### config.mk
export PLATFORM = sky130hd
export DESIGN_NAME = score_display_mux
export DESIGN_NICKNAME = d
export VERILOG_FILES = /design/src/rtl/score_display_mux.sv
export SDC_FILE = /design/constraint.sdc
export NUM_CORES = 1
export LEC_CHECK = 0
export ABC_AREA = 1
export CAP_MARGIN = 20
export CORE_UTILIZATION = 50
export DETAILED_ROUTE_END_ITERATION = 7
export PLACE_DENSITY = 0.8
export SKIP_LAST_GASP = 1
export SLEW_MARGIN = 20
export SYNTH_ARGS = -nofsm -noshare
export SYNTH_HDL_FRONTEND = slang
export SYNTH_SLANG_ARGS = --single-unit
export TNS_END_PERCENT = 50
### constraint.sdc
create_clock -name clk -period 2.75 [get_ports clk]
set_clock_uncertainty 0.1 [all_clocks]
set_input_delay 0.275 -clock clk [delete_from_list [all_inputs] [get_ports clk]]
set_output_delay 0.275 -clock clk [all_outputs]
set_load 0.05 [all_outputs]
### src/rtl/score_display_mux.sv
// Four-digit multiplexed seven-segment driver for the Nim score counter.
// Latches one score snapshot per scan frame and supports zero-blanking and per-player flashing.
module score_display_mux #(
  parameter int REFRESH_DIV  = 100000,
  parameter int BLINK_FRAMES = 125,
  parameter bit LZB          = 1'b1
) (
  input  logic       clk,
  input  logic       reset,
  input  logic [3:0] left_score_high,
  input  logic [3:0] left_score_low,
  input  logic [3:0] right_score_high,
  input  logic [3:0] right_score_low,
  input  logic       blink_l,
  input  logic       blink_r,
  output logic [3:0] an,
  output logic [6:0] seg,
  output logic       dp
);

  localparam int DIV_W = (REFRESH_DIV > 1) ? $clog2(REFRESH_DIV) : 1;
  localparam int FRM_W = (BLINK_FRAMES > 1) ? $clog2(BLINK_FRAMES) : 1;
  localparam logic [DIV_W-1:0] DIV_LAST = DIV_W'(REFRESH_DIV - 1);
  localparam logic [FRM_W-1:0] FRM_LAST = FRM_W'(BLINK_FRAMES - 1);

  logic [DIV_W-1:0] div_cnt;
  logic [1:0]       digit_idx;
  logic [FRM_W-1:0] frame_cnt;
  logic             blink_phase;
  logic             started;
  logic [3:0]       snap_lh, snap_ll, snap_rh, snap_rl;

  logic             tc;
  logic             frame_wrap;
  logic [3:0]       cur_lh, cur_ll, cur_rh, cur_rl;
  logic [3:0]       digit_val;
  logic             is_left, is_high;
  logic             blank;
  logic [3:0]       an_next;
  logic [6:0]       seg_next;
  logic             dp_next;

  assign tc         = (div_cnt == DIV_LAST);
  assign frame_wrap = tc && (digit_idx == 2'd3);

  function automatic logic [6:0] seg_decode(input logic [3:0] v);
    case (v)
      4'd0:    seg_decode = 7'b1000000;
      4'd1:    seg_decode = 7'b1111001;
      4'd2:    seg_decode = 7'b0100100;
      4'd3:    seg_decode = 7'b0110000;
      4'd4:    seg_decode = 7'b0011001;
      4'd5:    seg_decode = 7'b0010010;
      4'd6:    seg_decode = 7'b0000010;
      4'd7:    seg_decode = 7'b1111000;
      4'd8:    seg_decode = 7'b0000000;
      4'd9:    seg_decode = 7'b0010000;
      default: seg_decode = 7'b0111111;
    endcase
  endfunction

  always_ff @(posedge clk or negedge reset) begin
    if (!reset) begin
      div_cnt   <= '0;
      digit_idx <= 2'd0;
    end else begin
      div_cnt <= tc ? '0 : div_cnt + 1'b1;
      if (tc) digit_idx <= digit_idx + 2'd1;
    end
  end

  always_ff @(posedge clk or negedge reset) begin
    if (!reset) begin
      frame_cnt   <= '0;
      blink_phase <= 1'b0;
    end else if (frame_wrap) begin
      if (frame_cnt == FRM_LAST) begin
        frame_cnt   <= '0;
        blink_phase <= ~blink_phase;
      end else begin
        frame_cnt <= frame_cnt + 1'b1;
      end
    end
  end

  // Scores are captured only at frame boundaries so a frame never mixes old and new digits.
  always_ff @(posedge clk or negedge reset) begin
    if (!reset) begin
      started <= 1'b0;
      snap_lh <= 4'd0;
      snap_ll <= 4'd0;
      snap_rh <= 4'd0;
      snap_rl <= 4'd0;
    end else begin
      started <= 1'b1;
      if (!started || frame_wrap) begin
        snap_lh <= left_score_high;
        snap_ll <= left_score_low;
        snap_rh <= right_score_high;
        snap_rl <= right_score_low;
      end
    end
  end

  // On the first clock after reset the snapshot is still empty, so decode straight from the inputs being captured.
  always_comb begin
    cur_lh = started ? snap_lh : left_score_high;
    cur_ll = started ? snap_ll : left_score_low;
    cur_rh = started ? snap_rh : right_score_high;
    cur_rl = started ? snap_rl : right_score_low;

    case (digit_idx)
      2'd0:    digit_val = cur_lh;
      2'd1:    digit_val = cur_ll;
      2'd2:    digit_val = cur_rh;
      default: digit_val = cur_rl;
    endcase

    is_left = ~digit_idx[1];
    is_high = ~digit_idx[0];
    blank   = (blink_phase && (is_left ? blink_l : blink_r))
            || (LZB && is_high && (digit_val == 4'd0));

    case (digit_idx)
      2'd0:    an_next = 4'b0111;
      2'd1:    an_next = 4'b1011;
      2'd2:    an_next = 4'b1101;
      default: an_next = 4'b1110;
    endcase
    if (blank) an_next = 4'b1111;

    seg_next = blank ? 7'b1111111 : seg_decode(digit_val);
    dp_next  = ~((digit_idx == 2'd1) && !blank);
  end

  always_ff @(posedge clk or negedge reset) begin
    if (!reset) begin
      an  <= 4'b1111;
      seg <= 7'b1111111;
      dp  <= 1'b1;
    end else begin
      an  <= an_next;
      seg <= seg_next;
      dp  <= dp_next;
    end
  end

endmodule
==> flow_metrics.tcl <==
set metrics [dict create \
    status "completed" \
    tritoncts "yes" \
    p_int_mw 1.28 \
    worst_pin_slew_ps 578 \
    post-cts-setup-buffers 0 \
    synth-seq-cells 55 \
    p_clk_share_pct 34.2 \
    yosysWarnings 0 \
    hold_path_class "reg -> reg" \
    core_area_sq_um 5920 \
    startpoint_type "flop" \
    seq_power_share_pct 50.8 \
    power_switching_mw 0.443 \
    crit_fanout 9 \
    finalMaxSlewViolations 0 \
    synthMuxAreaShare_pct 0 \
    powerDensity_nw_per_um2 482 \
    synth_compound_area_share_pct 3.87 \
    routedWlPerCell_um 12.1 \
    syn_to_final_growth_pct 16.4 \
    critical_path_arrival_ps 2550 \
    critical_path_class "reg -> reg" \
    setup_ws_ps 347 \
    drc 0 \
    grt_use_total_pct 20.4 \
    clkLatencyLatePin_ps 310 \
    first_global_vias 2345 \
    die_area_sq_um 6460 \
    grt-ovfl-total 0 \
    synth_area_sq_um 3070 \
    relSlewSlack_pct 61.5 \
    max_freq_mhz 416 \
    die_h_um 80.4 \
    wirelength_mm 6.05 \
    vias_per_cell 5.06 \
    cts.clk_slew.worst_paths_ps 100 \
    final_common_cell "nand2_1" \
    grt_antenna_before_repair 0 \
    rsz0062_at_grt "false" \
    synthSimpleGateAreaFrac_pct 35.2 \
    grt_pass1_wl_mm 10.3 \
    num_vias 2534 \
    final.period_utilization_pct 87.4 \
    final_antenna_net_count 0 \
    h-tree-depth 2 \
    yosysSeqAreaShare_pct 45.3 \
    final_cell_mix "134 x nand2_1, 44 x dfrtp_1, 38 x nand3_1, 38 x inv_1, 30 x clkdlybuf4s50_1" \
    numClockSinks 55 \
    dp_hpwl_mm 4.41 \
    cp-end-kind "flop" \
    utilization_pct 60.4 \
    clockRootBuffer "clkbuf_8" \
    maxCapViolCount 0 \
    antenna_cells 0 \
    die_x_um 80.4 \
    drtIter0Drc 248 \
    port_buffers 31 \
    start_util_pct 51.9 \
    power_switching_share_pct 25.7 \
    p_leak_nw 1.80 \
    r2r_start "digit_idx[1]" \
    irDropWorstVdd_mv 0.301 \
    synth_top_family_by_area "simple AND/OR/NAND/NOR gates" \
    gp_congestion 0.905 \
    fin_nets 457 \
    startpoint "digit_idx[1]" \
    hold_violations 0 \
    synthXorXnorAreaFrac_pct 3.14 \
    syn_area_per_cell_sq_um 7.86 \
    pre_cts_ws_ps 289 \
    period_needed_ps 2400 \
    yosysUniqueCellTypes 34 \
    finalSetupViolations 0 \
    clock_path_buffers 2 \
    first_pass_iters 4 \
    ios 32 \
    synth.net_count 423 \
    synthAdderAreaFrac_pct 4.89 \
    combinationalPowerShare_pct 15.0 \
    syn_inst 391 \
    cts_buffers 5 \
    placementRows 28 \
    fin_tns_setup_ps 0 \
    hold_start "div_cnt[0]" \
    drive_gt1_share_pct 12.2 \
    grt_max_degree 48 \
    crit_required_ps 2900 \
]
## power groups by stage
| stage | sequential, mW | clock (mW) | combinational [mW] |
|---|---|---|---|
| 6_report | 0.876 | 0.589 | 0.259 |
| 4_1_cts | 0.876 | 0.600 | 0.259 |
| 5_1_grt | 0.879 | 0.633 | 0.287 |
| 3_5_place_dp | 0.891 | 0 | 0.258 |
| 2_1_floorplan | 0.953 | 0 | 0.0964 |
| 3_3_place_gp | 0.890 | 0 | 0.254 |
## final timing paths
check / end / depth (start not counted) / slack [ps]
max: seg[5] / 14 / 350
min: div_cnt[0] / 1 / 370
max reg2reg: seg[5] / 14 / 350
min reg2reg: div_cnt[0] / 1 / 370
max in group asynchronous: seg[5] / 3 / 1550
min in group asynchronous: snap_rh[1] / 2 / 400
## registers in the layout, summed over array words and instances, names as in the netlist
signal / cells
an: 4
snap_rl: 4
div_cnt: 17
snap_rh: 4
snap_lh: 4
frame_cnt: 7
started: 1
blink_phase: 1
digit_idx: 2
seg: 7
snap_ll: 4
## cell type report
| cell class | instances | area [sq um] |
|---|---|---|
| Timing Repair Buffer | 35 | 340 |
| Inverter | 44 | 170 |
| Tap cell | 75 | 93.8 |
| Clock buffer | 7 | 97.6 |
| Clock inverter | 1 | 30.0 |
| Fill cell | 494 | 2350 |
| Sequential cell | 55 | 1390 |
| Multi-Input combinational cell | 284 | 1450 |
## timing repair
action                     4_1_cts  5_1_grt
hold endpoints to repair         0       44
hold buffers                     0        1
resized for setup                0        1
setup endpoints to repair        0        5
## cells in the mapped netlist
cell type  number  area share, %
buf_1           1           0.12
nor2_2          2           0.41
ha_1           12            4.9
nor2_4          2           0.73
buf_2           3           0.49
xor2_1         11            3.1
nand2_2        12            2.4
inv_2           5           0.61
o21ai_0         8            1.3
clkbuf_1        1           0.12
nor3_2          2           0.65
or2_2           2           0.41
nand3_4         1           0.57
nor3b_1         1           0.24
conb_1          1           0.12
dfrtp_1        44             36
buf_4           1           0.24
nand2_1       134             16
a31oi_1         1           0.20
nor3_1          9            1.5
buf_6           1           0.37
inv_1          38            4.6
nand2_8         1           0.65
nor2_1         26            3.2
nand3_1        38            6.2
inv_6           1           0.29
a21oi_1        13            2.1
nor2_8          1           0.65
nor4_1          1           0.20
and3_1          1           0.20
dfstp_2        11            9.4
nand4_1         4           0.81
buf_12          1           0.65
o21bai_1        1           0.24
## per-layer routing
metal  up-vias  global-route usage (%)  share of wire [%]
li1       1288                       -                  -
met1      1170                    27.2                 45
met2        67                    32.9                 48
met3         9                    3.64                5.9
met4         0                    7.68                1.4
met5         -                       0                  0
## logic make-up (layout without fill, tap and decap cells)
group / Yosys count / count (layout)
simple gates: 237 / 237
flops: 55 / 55
xor+xnor: 11 / 11
other cells: 1 / 1
compound gates: 23 / 23
fa+ha+maj: 12 / 12
buf+inv: 52 / 87
## metrics by stage
stage / hold WS, ps / instance area, sq um / power [mW] / std cells
after CTS: 74.7 / 3560 / 1.73 / 500
after floorplan: -121 / 3070 / 1.05 / 391
after detailed placement: 357 / 3430 / 1.15 / 492
after global routing: 393 / 3570 / 1.80 / 501
final: 369 / 3570 / 1.72 / 501
after global placement: 346 / 3430 / 1.14 / 492
## worst max-delay path, stage by stage, from the launching register on
cell     delay [ps]
dfrtp_1         470
inv_1           160
ha_1            360
a21oi_1         120
nand2_1          80
nand3_1          70
nand2_1         140
inv_1           110
ha_1            220
inv_1            50
nor2_1           30
nand3_1          90
nand2_1          90
nor2_2          180
nand2_1          80
(Power assumes the default switching activity.)
